<file path="src/rtl/ex_div_unit.sv">
// ex_div_unit: iterative 64-bit RV64M divider (DIV/DIVU/REM/REMU) in the EX stage.
// Restoring shift-subtract, one quotient bit per cycle. Holds the ID/EX
// register via stall_o while it is accepting or iterating, and releases it
// in the cycle done_o pulses.
// Optional build macro: DIV_EARLY_OUT_EN -- when |a| < |b| the result is
// produced without iterating (quotient 0, remainder a).
module ex_div_unit #(
    parameter int XLEN  = 64,
    parameter int CNT_W = 7
) (
    input  logic            clk,
    input  logic            reset,
    input  logic            flush,
    input  logic            valid_i,
    input  logic [1:0]      op_i,
    input  logic [XLEN-1:0] a_i,
    input  logic [XLEN-1:0] b_i,
    output logic            stall_o,
    output logic            done_o,
    output logic [XLEN-1:0] result_o
);

    localparam logic [1:0] S_IDLE = 2'd0;
    localparam logic [1:0] S_BUSY = 2'd1;
    localparam logic [1:0] S_DONE = 2'd2;

    localparam logic [XLEN-1:0]  ONE     = XLEN'(1);
    localparam logic [XLEN-1:0]  INT_MIN = {1'b1, {(XLEN-1){1'b0}}};
    localparam logic [CNT_W-1:0] CNT_ONE = CNT_W'(1);
    localparam logic [CNT_W-1:0] CNT_ITR = CNT_W'(XLEN);

    // Two's-complement negate when requested (wraps, so -INT_MIN == INT_MIN).
    function automatic logic [XLEN-1:0] neg_if(input logic [XLEN-1:0] v, input logic neg);
        return neg ? (~v + ONE) : v;
    endfunction

    // Sign fix-up of the unsigned magnitudes: quotient negated on sign
    // mismatch, remainder follows the dividend's sign.
    function automatic logic [XLEN-1:0] fixup(input logic [XLEN-1:0] q,
                                              input logic [XLEN-1:0] r,
                                              input logic            is_rem,
                                              input logic            neg_q,
                                              input logic            neg_r);
        return is_rem ? neg_if(r, neg_r) : neg_if(q, neg_q);
    endfunction

    logic [1:0]      state_q, state_d;
    logic [CNT_W-1:0] cnt_q, cnt_d;
    logic [XLEN-1:0] rem_q, rem_d;
    logic [XLEN-1:0] quot_q, quot_d;
    logic [XLEN-1:0] div_q, div_d;
    logic            is_rem_q, is_rem_d;
    logic            negq_q, negq_d;
    logic            nega_q, nega_d;
    logic [XLEN-1:0] result_q, result_d;

    logic            signed_op, a_neg, b_neg, b_zero, ovf, early;
    logic [XLEN-1:0] a_mag, b_mag;
    logic [XLEN:0]   rem_sh, trial;
    logic [XLEN-1:0] rem_nx, quot_nx;

    // Operand decode for the IDLE acceptance decision.
    always_comb begin
        signed_op = op_i[0];
        a_neg     = signed_op & a_i[XLEN-1];
        b_neg     = signed_op & b_i[XLEN-1];
        a_mag     = neg_if(a_i, a_neg);
        b_mag     = neg_if(b_i, b_neg);
        b_zero    = (b_i == '0);
        ovf       = signed_op && (a_i == INT_MIN) && (b_i == '1);
`ifdef DIV_EARLY_OUT_EN
        early     = (a_mag < b_mag);
`else
        early     = 1'b0;
`endif
    end

    // One restoring step: shift {rem,quot} left, keep the difference if it does not borrow.
    always_comb begin
        rem_sh = {rem_q, quot_q[XLEN-1]};
        trial  = rem_sh - {1'b0, div_q};
        if (!trial[XLEN]) begin
            rem_nx  = trial[XLEN-1:0];
            quot_nx = {quot_q[XLEN-2:0], 1'b1};
        end else begin
            rem_nx  = rem_sh[XLEN-1:0];
            quot_nx = {quot_q[XLEN-2:0], 1'b0};
        end
    end

    // Next-state and datapath update.
    always_comb begin
        state_d  = state_q;
        cnt_d    = cnt_q;
        rem_d    = rem_q;
        quot_d   = quot_q;
        div_d    = div_q;
        is_rem_d = is_rem_q;
        negq_d   = negq_q;
        nega_d   = nega_q;
        result_d = result_q;

        case (state_q)
            S_IDLE: begin
                if (valid_i && !flush) begin
                    is_rem_d = op_i[1];
                    negq_d   = a_neg ^ b_neg;
                    nega_d   = a_neg;
                    div_d    = b_mag;
                    quot_d   = a_mag;
                    rem_d    = '0;
                    if (b_zero) begin
                        state_d  = S_DONE;
                        result_d = op_i[1] ? a_i : '1;
                    end else if (ovf) begin
                        state_d  = S_DONE;
                        result_d = op_i[1] ? '0 : a_i;
                    end else if (early) begin
                        state_d  = S_DONE;
                        result_d = op_i[1] ? a_i : '0;
                    end else begin
                        state_d  = S_BUSY;
                        cnt_d    = CNT_ITR;
                    end
                end
            end
            S_BUSY: begin
                rem_d  = rem_nx;
                quot_d = quot_nx;
                cnt_d  = cnt_q - CNT_ONE;
                if (cnt_q == CNT_ONE) begin
                    state_d  = S_DONE;
                    result_d = fixup(quot_nx, rem_nx, is_rem_q, negq_q, nega_q);
                end
            end
            S_DONE: begin
                // valid_i is still high here; the instruction is leaving, not new.
                state_d = S_IDLE;
            end
            default: state_d = S_IDLE;
        endcase

        // A kill wins over everything and must not publish a result.
        if (flush) begin
            state_d  = S_IDLE;
            result_d = result_q;
        end
    end

    // State and datapath registers; async active-low reset clears everything.
    always_ff @(posedge clk or negedge reset) begin
        if (!reset) begin
            state_q  <= S_IDLE;
            cnt_q    <= '0;
            rem_q    <= '0;
            quot_q   <= '0;
            div_q    <= '0;
            is_rem_q <= 1'b0;
            negq_q   <= 1'b0;
            nega_q   <= 1'b0;
            result_q <= '0;
        end else begin
            state_q  <= state_d;
            cnt_q    <= cnt_d;
            rem_q    <= rem_d;
            quot_q   <= quot_d;
            div_q    <= div_d;
            is_rem_q <= is_rem_d;
            negq_q   <= negq_d;
            nega_q   <= nega_d;
            result_q <= result_d;
        end
    end

    assign stall_o  = reset && ((state_q == S_IDLE && valid_i) || state_q == S_BUSY);
    assign done_o   = (state_q == S_DONE) && !flush;
    assign result_o = result_q;

endmodule
</file>
<file path="config.mk">
export PLATFORM = sky130hd
export DESIGN_NAME = ex_div_unit
export DESIGN_NICKNAME = d
export VERILOG_FILES = /design/src/rtl/ex_div_unit.sv
export SDC_FILE = /design/constraint.sdc
export NUM_CORES = 1
export LEC_CHECK = 0
export CORE_MARGIN = 2
export CORE_UTILIZATION = 65
export CTS_CLUSTER_DIAMETER = 120
export DETAILED_ROUTE_END_ITERATION = 6
export PLACE_DENSITY = 0.88
export SYNTH_ARGS = -nofsm -noshare
export SYNTH_HDL_FRONTEND = slang
export SYNTH_SLANG_ARGS = --single-unit
</file>
<file path="constraint.sdc">
create_clock -name clk -period 11.4 [get_ports clk]
set_input_delay 1.71 -clock clk [delete_from_list [all_inputs] [get_ports clk]]
set_output_delay 1.71 -clock clk [all_outputs]
set_load 0.01 [all_outputs]
</file>
Yosys cells after proc, flatten, opt, wreduce, memory -nomap -nowiden
Index checks and enable logic that the tools add are counted.
{"block": "word_totals", "reg_bits": 268, "input_bits": 134, "out_inout_bits": 66}
{"block": "op_classes", "n_addsub": 6, "n_eq_ne": 12, "n_mux": 28, "n_bitwise": 8, "reduce_logical": 16}
{"operator": "two-way mux 64 bit", "n": 14}
{"operator": "one-hot mux 64 bit (2 select lines)", "n": 3}
{"operator": "adder 64 x 1 -> 64 bit, second input constant", "n": 4}
{"operator": "NOT 64 bit", "n": 4}
{"operator": "== test 64 bit, second input constant", "n": 2}
{"operator": "subtractor 65 x 64 -> 65 bit", "n": 1}
{"operator": "zero test 64 bit", "n": 1}
{"operator": "two-way mux 7 bit", "n": 3}
{"operator": "one-hot mux 7 bit (2 select lines)", "n": 1}
{"operator": "two-way mux 2 bit", "n": 5}
{"operator": "!= test 3 bit, second input constant", "n": 3}
{"operator": "!= test 2 bit, second input constant", "n": 4}
{"operator": "== test 7 x 1 -> 1 bit, second input constant", "n": 1}
{"operator": "subtractor 7 x 1 -> 7 bit, second input constant", "n": 1}
{"operator": "logical AND 1 bit", "n": 6}
{"operator": "AND reduction 2 bit", "n": 3}
{"operator": "AND reduction 5 bit", "n": 1}
{"operator": "one-hot mux 2 bit (2 select lines)", "n": 1}
{"operator": "AND reduction 4 bit", "n": 1}
{"operator": "bitwise AND 1 bit", "n": 2}
{"operator": "== test 2 x 1 -> 1 bit, second input constant", "n": 1}
{"operator": "== test 2 bit, second input constant", "n": 1}
{"operator": "zero test 2 bit", "n": 1}
{"operator": "nonzero test 2 bit", "n": 1}
{"operator": "other kinds (5)", "n": 5}

Logic depth before layout (Yosys ltp)
Gate-level depths: netlist of run 1.
{"block": "depth", "depth_word": 8, "ltp_mapped": 29}

Worst setup path after synthesis of run 1
Ideal clock, no wire load.
{"block": "synth_timing", "kind": "register -> register", "startpoint": "register rem_q[53]", "endpoint": "register result_q[46] (netlist: result_o[46])", "setup_ns": 0.095, "t_arrival_ns": 5.857, "t_required_ns": 11.305, "setup_slack_ns": 5.448, "path_stages_with_launch": 26, "n_path_buf": 5, "synth_period_minus_slack_ns": 5.952, "path_cell_list": "dfrtp_1 ha_1 buf_2 and4_4 nand2_2 or3_4 a2111oi_4 o21ai_2 a31oi_4 nor2_8 inv_4 buf_2 clkbuf_1 buf_1 clkbuf_1 nor2_1 a21oi_1 ha_1 inv_1 nor4_1 nand2_1 o311ai_0 o211ai_1 a21oi_1 mux2_2 o31ai_1"}
{"block": "synth_between", "elab_chain_len": 8}
{"item": "start: declaration", "line_no": "49", "text": "logic [XLEN-1:0] rem_q, rem_d;"}
{"item": "start signal: assignment", "line_no": "165", "text": "rem_q <= rem_d;"}
{"item": "subtractor 65 x 64 -> 65 bit (*)", "line_no": "81", "text": "trial = rem_sh - {1'b0, div_q};"}
{"item": "two-way mux 1 bit or two-way mux 64 bit (tied branches)", "line_no": "82", "text": "if (!trial[XLEN]) begin"}
{"item": "NOT 64 bit", "line_no": "34", "text": "return neg ? (~v + ONE) : v;"}
{"item": "adder 64 x 1 -> 64 bit", "line_no": "34"}
{"item": "two-way mux 64 bit", "line_no": "34"}
{"item": "two-way mux 64 bit (*)", "line_no": "44", "text": "return is_rem ? neg_if(r, neg_r) : neg_if(q, neg_q);"}
{"item": "two-way mux 64 bit (*)", "line_no": "131", "text": "if (cnt_q == CNT_ONE) begin"}
{"item": "one-hot mux 64 bit (2 select lines) (*)", "line_no": "103", "text": "case (state_q)"}
{"item": "end signal: assignment", "line_no": "171", "text": "result_q <= result_d;"}
{"item": "end: declaration", "line_no": "55", "text": "logic [XLEN-1:0] result_q, result_d;"}
Every way passes the cells marked *; elsewhere a longest branch is shown, timed or not. The select of a mux whose other input is x is not followed.
A chain may end at the register's enable or synchronous reset.

Worst setup path in the final report of run 1
{"block": "layout_timing", "startpoint": "register rem_q[8]", "endpoint": "register result_q[60] (netlist: result_o[60])"}
{"block": "layout_between", "elab_chain_len": 8}
{"item": "subtractor 65 x 64 -> 65 bit", "line_no": "81"}
{"item": "two-way mux 1 bit or two-way mux 64 bit (tied branches)", "line_no": "82"}
{"item": "NOT 64 bit", "line_no": "34"}
{"item": "adder 64 x 1 -> 64 bit", "line_no": "34"}
{"item": "two-way mux 64 bit", "line_no": "34"}
{"item": "two-way mux 64 bit (*)", "line_no": "44"}
{"item": "two-way mux 64 bit (*)", "line_no": "131"}
{"item": "one-hot mux 64 bit (2 select lines) (*)", "line_no": "103"}
Marked as above.

==> summary.md, run 1 <==
| Metric | Value |
|---|---|
| Outcome | `complete, but fails checks` |
| Failing checks | `design-rule violations` |
| Count leader, synth | `o21ai_0` |
| Share of layout cells above drive strength 1 | `4.43%` |
| Seq/Total Area, Yosys | `27.9%` |
| Hold buffer count at cts | `0` |
| Die width | `196 um` |
| WP buf/inv | `2` |
| Setup Skew | `0.0147 ns` |
| Ys async rst share | `100%` |
| I/O Pins | `200` |
| Static leakage | `10.6 nW` |
| Die area | `38500 um^2` |
| CP startpoint kind | `flip-flop` |
| Number of buffers added on ports | `199` |
| Clk_lat worst skew | `0.60 ns` |
| Worst EP arrival | `7.88 ns` |
| Num rows | `70` |
| Minimum clock period | `7.38 ns` |
| Post-Place Cells | `3663` |
| Remaining global-route overflow | `0` |
| Crit end category | `flip-flop` |
| Pre-antenna DRT Iters | `7` |
| Num CTS Buffers | `31` |
| Synth top area share | `27.9%` |
| Setup TNS | `0 ns` |
| Drt total wl | `90.1 mm` |
| Post-CTS Setup Repair Bufs | `0` |
| Area Overhead vs Synth | `13.3%` |
| Sink Count | `268` |
| Antenna violations before repair | `0` |
| Vias in the first global route | `25.4k` |
| Initial Util | `65.8%` |
| # DRC | `19` |
| Tot Pwr | `7.56 mW` |
| WP depth | `20` |
| Antenna viol nets, final | `0` |
| Worst R2R Path Depth | `20` |
| Synth cell count leaders | `o21ai_0, nand2_1, dfrtp_1` |
| Largest area contributor in the netlist | `dfrtp_1` |
| Cells after synthesis | `3156` |
| EDFF count, synth | `0` |
| Syn nets | `3362` |
| Internal power | `3.60 mW` |
| Final non-filler cell total | `3720` |
| Hold path cells | `1` |
| # setup viols final | `0` |
| Largest stage delay, worst path | `0.62 ns` |
| Multi-input logic area | `16200 um^2` |
| H-tree depth | `1` |
| Vias per cell | `7.30` |
| GPL Wtd Cong | `1.06` |
| Final period util | `64.7%` |
| Routed len/inst | `24.2 um` |
| Synth unique cells | `101` |
| Achievable Freq | `136 MHz` |
| CTS Buffer Depth | `3` |
| Tightest Hold Check Type | `reg -> reg` |
| PwrDens | `278 nW/um^2` |
| DP HPWL | `66.3 mm` |
| Largest net degree at the start of global routing | `100` |
| Hold slack | `0.473 ns` |
| Max-cap violations | `0` |
| Post-route cell area | `27200 um^2` |
| FF+latch area | `6710 um^2` |
| Peak VDD IR | `0.217 mV` |
| Total GRT Usage | `45.7%` |
| Clock group share of total power | `14.7%` |
| Core Region | `36500 um^2` |
| Placed cell areas | `26100 um^2` |
| Routed vias | `27.1k` |
| Sequential share of power | `21.6%` |
| Synthesis-stage register bit count | `268` |
| First-pass GRT wire length | `139 mm` |
| TritonCTS clock tree | `yes` |
| Fill cells | `2794` |
| Final hold violation count | `0` |
| Slew HR | `13.6%` |
| CP Class | `reg -> reg` |
| Post-cts gate resize count | `0` |
| Register clock-pin slew on the reported worst setup and hold paths | `0.06 ns` |
| Synth area leaders | `dfrtp_1, o21ai_0, xor2_1, a21oi_1, nand2_1` |
| Crit path cell chain | `ha_1, a21oi_1, o21ai_0, a22oi_1, nand2_1, o21ai_2, and4_4, nor2_8, inv_4, a21oi_1, ha_1, inv_1, nor4_1, nand3_1, o31ai_1, nand4b_1, o31ai_1, nor3b_1, a311oi_1, o31ai_1` |
| Mapped Avg Cell Area | `7.61 um^2` |
| Logic pwr share | `63.6%` |
| RSZ-0062 raised after global routing | `false` |
| Synth Flop Type | `dfrtp_1` |
| CP max stage cell | `nor2_8` |
| Crit Path Max Fanout | `80` |
| Clock root cell | `clkbuf_16` |
| Nets | `3434` |
| Worst setup margin | `4.02 ns` |
| Slew @ Worst Pin | `1.29 ns` |
| Switching power total | `3.96 mW` |
| Dpl ws | `4.09 ns` |
| Crit-path leading delay family | `compound AO/OA/AOI/OAI gates` |
| Antenna fix cells | `0` |
| Yosys Warn Count | `0` |
| CP required | `11.90 ns` |
| Switching share of power | `52.4%` |
| Slew Limit Fails | `0` |
| Cell Area, Synth | `24000 um^2` |
| Die Ht | `196 um` |
| Final core occ | `74.5%` |
| Most common cell on crit path | `o31ai_1` |
| Iter 0 DRT Violations | `4102` |
-- cells by family (layout without fill, tap and decap cells) --
kind of cell / Yosys count / after routing / synth area share, %
AND/OR/NAND/NOR: 1077 / 1077 / 22.0
buffers and inverters: 294 / 390 / 4.83
flip-flops: 268 / 268 / 27.9
XOR/XNOR: 285 / 285 / 10.4
AO/OA/AOI/OAI: 1098 / 1098 / 28.4
adder cells (fa/ha/maj): 73 / 73 / 3.82
multiplexers: 61 / 61 / 2.57
-- final timing paths --
path	startpoint	slack (ns)	endpoint
worst max-delay path	rem_q[8]	4.02	result_o[60]
max in group asynchronous	reset	8.13	div_q[42]
worst min register to register	result_o[11]	0.47	result_o[11]
min in group asynchronous	reset	1.15	quot_q[63]
worst max register to register	rem_q[8]	4.02	result_o[60]
worst min-delay path	result_o[11]	0.47	result_o[11]
-- flip-flops by register name, summed over array words and instances, names as in the netlist --
register	count
is_rem_q	1
state_q	2
rem_q	64
quot_q	64
div_q	64
nega_q	1
cnt_q	7
result_o	64
negq_q	1
-- power groups by stage --
stage | combinational, mW | clock [mW] | sequential [mW]
detailed placement | 4.59 | 0 | 1.62
global route | 5.14 | 1.15 | 1.65
CTS | 4.63 | 1.11 | 1.61
finish | 4.81 | 1.11 | 1.63
floorplan | 3.20 | 0 | 1.53
global placement | 4.50 | 0 | 1.60
-- worst register-to-register path, delay by kind of cell, from the launching register on --
kind / cells / cell delay, ns
AOI/OAI and AO/OA: 9 / 2.81
and+or+nand+nor: 7 / 2.56
DFF: 1 / 0.47
buffers and inverters: 2 / 0.65
adders and majority gates: 2 / 0.82
-- cell type report --
type | count | area share (%)
inverters | 102 | 1.42
multi-input cells | 2594 | 59.5
flip-flops and latches | 268 | 24.6
clock inverters | 19 | 1.02
repair buffers | 231 | 8.22
clock buffers | 38 | 3.06
well taps | 468 | 2.15
-- layout by cell type, fill, tap and decap left out, types with 32 or more instances in the layout --
cell type        count
o21ai_0            412
nand2_1            308
dfrtp_1            267
nor2_1             247
a21oi_1            236
clkdlybuf4s50_1    198
xor2_1             156
xnor2_1            129
nand3_1            116
inv_1               98
nor3_1              92
o31ai_1             75
a22oi_1             71
ha_1                71
nand4_1             58
mux2i_1             55
nor4_1              52
or3_1               37
a31oi_1             37
a211oi_1            36
buf_4               32
-- routing by layer --
metal | GRT usage (%) | part of all wire [%]
met5 | 0 | 0
met4 | 26.3 | 7.4
met3 | 8.80 | 11
met2 | 72.0 | 44
met1 | 58.8 | 37
No activity file was read; power rests on OpenSTA's default activity.
==> run 2, diff against run 1 <==
--- a/config.mk
+++ b/config.mk
@@ -6,10 +6,10 @@
 export NUM_CORES = 1
 export LEC_CHECK = 0
 export CORE_MARGIN = 2
-export CORE_UTILIZATION = 65
+export CORE_UTILIZATION = 60
 export CTS_CLUSTER_DIAMETER = 120
 export DETAILED_ROUTE_END_ITERATION = 6
-export PLACE_DENSITY = 0.88
+export PLACE_DENSITY = 0.82
 export SYNTH_ARGS = -nofsm -noshare
 export SYNTH_HDL_FRONTEND = slang
 export SYNTH_SLANG_ARGS = --single-unit
==> constraint.sdc (replaced) <==
create_clock -name clk -period 7.02 [get_ports clk]
set_input_delay 1.053 -clock clk [delete_from_list [all_inputs] [get_ports clk]]
set_output_delay 1.053 -clock clk [all_outputs]
set_load 0.01 [all_outputs]
==> run 2 against run 1 <==
  * Die area rose by 8.2%
  * Sequential share of layout area fell by 0.10 points
  * Final cell count rose by 1.8%
  * Setup slack got worse by 3.5 ns
  * The flow now finishes without violations
  * Register-to-register slack got worse by 3.5 ns
  * Clock skew rose by 0.010 ns
  * First-iteration DRC count fell by 12%
  * Hold slack got worse by 0.087 ns
  * Clock power rose by 55%
  * Sequential power rose by 63%
==> summary.md, run 2 (synthesis gave the netlist of run 1 again) <==
| Metric | Value |
|---|---|
| Outcome | `completed` |
| H-tree depth | `1` |
| Iter 0 DRT Violations | `3599` |
| DP HPWL | `72.2 mm` |
| Crit. Startpoint | `rem_q[30]` |
| Largest net degree at the start of global routing | `183` |
| Setup Skew | `0.0248 ns` |
| Nets | `3445` |
| Clock root cell | `clkbuf_16` |
| Static leakage | `10.6 nW` |
| Vias in the first global route | `25.0k` |
| Share of layout cells above drive strength 1 | `4.60%` |
| Hold slack | `0.387 ns` |
| Post-cts gate resize count | `0` |
| Max-cap violations | `0` |
| TritonCTS clock tree | `yes` |
| Worst EP arrival | `7.03 ns` |
| Pre-antenna DRT Iters | `7` |
| Routed vias | `26.8k` |
| Core Region | `39600 um^2` |
| Tot Pwr | `12.5 mW` |
| Initial Util | `60.6%` |
| First-pass GRT wire length | `146 mm` |
| Die area | `41700 um^2` |
| Tightest Hold Check Type | `in -> async` |
| Num rows | `73` |
| Antenna viol nets, final | `0` |
| Crit Path Max Fanout | `24` |
| Commonest non-fill, non-tap cell in the layout | `o21ai_0` |
| Register clock-pin slew on the reported worst setup and hold paths | `0.06 ns` |
| Worst reg2reg startpoint | `rem_q[30]` |
| Number of buffers added on ports | `199` |
| Clk_lat worst skew | `0.62 ns` |
| Drt total wl | `96.0 mm` |
| CP startpoint kind | `flip-flop` |
| RSZ-0062 raised after global routing | `false` |
| Peak VDD IR | `0.259 mV` |
| Num CTS Buffers | `31` |
| Final hold violation count | `0` |
| Post-CTS Setup Repair Bufs | `0` |
| Sink Count | `268` |
| Total GRT Usage | `44.9%` |
| Commonest cells after routing, fill and taps aside | `o21ai_0, nand2_1, dfrtp_1` |
| Area Overhead vs Synth | `13.8%` |
| Die Ht | `204 um` |
| Hold buffer count at cts | `0` |
| CP required | `7.53 ns` |
| Antenna violations before repair | `2` |
| # setup viols final | `0` |
| Remaining global-route overflow | `0` |
| Achievable Freq | `153 MHz` |
| Slew Limit Fails | `0` |
| Die width | `204 um` |
| Crit end category | `flip-flop` |
| Slew @ Worst Pin | `1.30 ns` |
| I/O Pins | `200` |
| # DRC | `0` |
| PwrDens | `456 nW/um^2` |
| GPL Wtd Cong | `1.13` |
| CP Class | `reg -> reg` |
| Routed len/inst | `25.3 um` |
| CTS Buffer Depth | `3` |
| Slew HR | `12.9%` |
| Minimum clock period | `6.52 ns` |
| Setup TNS | `0 ns` |
| Vias per cell | `7.07` |
| Final period util | `92.9%` |
-- run 2: cell types whose count changed in the layout (fill, tap and decap cells not counted), moves of 2 or more --
cell,previous run,this run
clkbuf_1,4,7
buf_12,0,2
buf_4,32,41
clkinv_2,10,6
clkbuf_8,3,7
bufinv_16,7,3
-- run 2: area by class of cell --
class | count | area, um^2
flip-flops and latches | 268 | 6710
repair buffers | 242 | 2340
diodes | 1 | 2.50
clock buffers | 45 | 898
fillers | 3377 | 12300
clock inverters | 11 | 148
inverters | 102 | 385
multi-input cells | 2594 | 16200
well taps | 525 | 657
-- run 2: power breakdown --
part / switching [mW] / total [mW] / internal (mW)
clock: 0.724 / 1.72 / 0.994
combinational: 5.33 / 8.11 / 2.78
sequential: 0.619 / 2.65 / 2.03
total: 6.67 / 12.5 / 5.80
-- run 2: worst max-delay path, cell delays in order, from the launching register on --
cell      delay (ns)
dfrtp_1         0.45
ha_1            0.45
a21oi_1         0.28
o21ai_0         0.22
a21oi_1         0.53
nand2_1         0.16
o21ai_2         0.30
and4_4          0.51
nor2_8          0.06
inv_4           0.11
nor2_1          0.06
a21oi_1         0.21
ha_1            0.25
inv_1           0.09
nor4_1          0.54
nand3_1         0.21
o31ai_1         0.51
nand4b_1        0.23
o31ai_1         0.65
nor3b_1         0.26
a311oi_1        0.08
o31ai_1         0.23
-- run 2: final timing paths --
| path | to | slack [ns] | depth (start not counted) |
|---|---|---|---|
| worst max register to register | result_o[60] | 0.50 | 21 |
| worst min register to register | div_q[22] | 0.48 | 2 |
| min in group clk | div_q[22] | 0.48 | 2 |
| worst max-delay path | result_o[60] | 0.50 | 21 |
| max in group asynchronous | div_q[39] | 4.46 | 3 |
| worst min-delay path | rem_q[14] | 0.39 | 1 |
-- run 2: through the flow --
step           util (%)  setup slack [ns]  std cells  instance area, um^2
6_report           68.9             0.499       3788                27300
3_5_place_dp       66.3             0.702       3731                26300
3_3_place_gp       66.3             0.883       3731                26300
4_1_cts            68.9             0.794       3787                27300
2_1_floorplan         -              1.07       3156                24000
5_1_grt            68.9             0.109       3787                27300
-- run 2: routing by layer --
| layer | routed length [um] | vias up | GRT usage, % |
|---|---|---|---|
| met5 | 25 | - | 0 |
| met4 | 5710 | 4 | 23.3 |
| met3 | 10600 | 377 | 9.45 |
| met2 | 42900 | 1835 | 70.6 |
| met1 | 36800 | 12700 | 58.3 |
| li1 | - | 11800 | - |
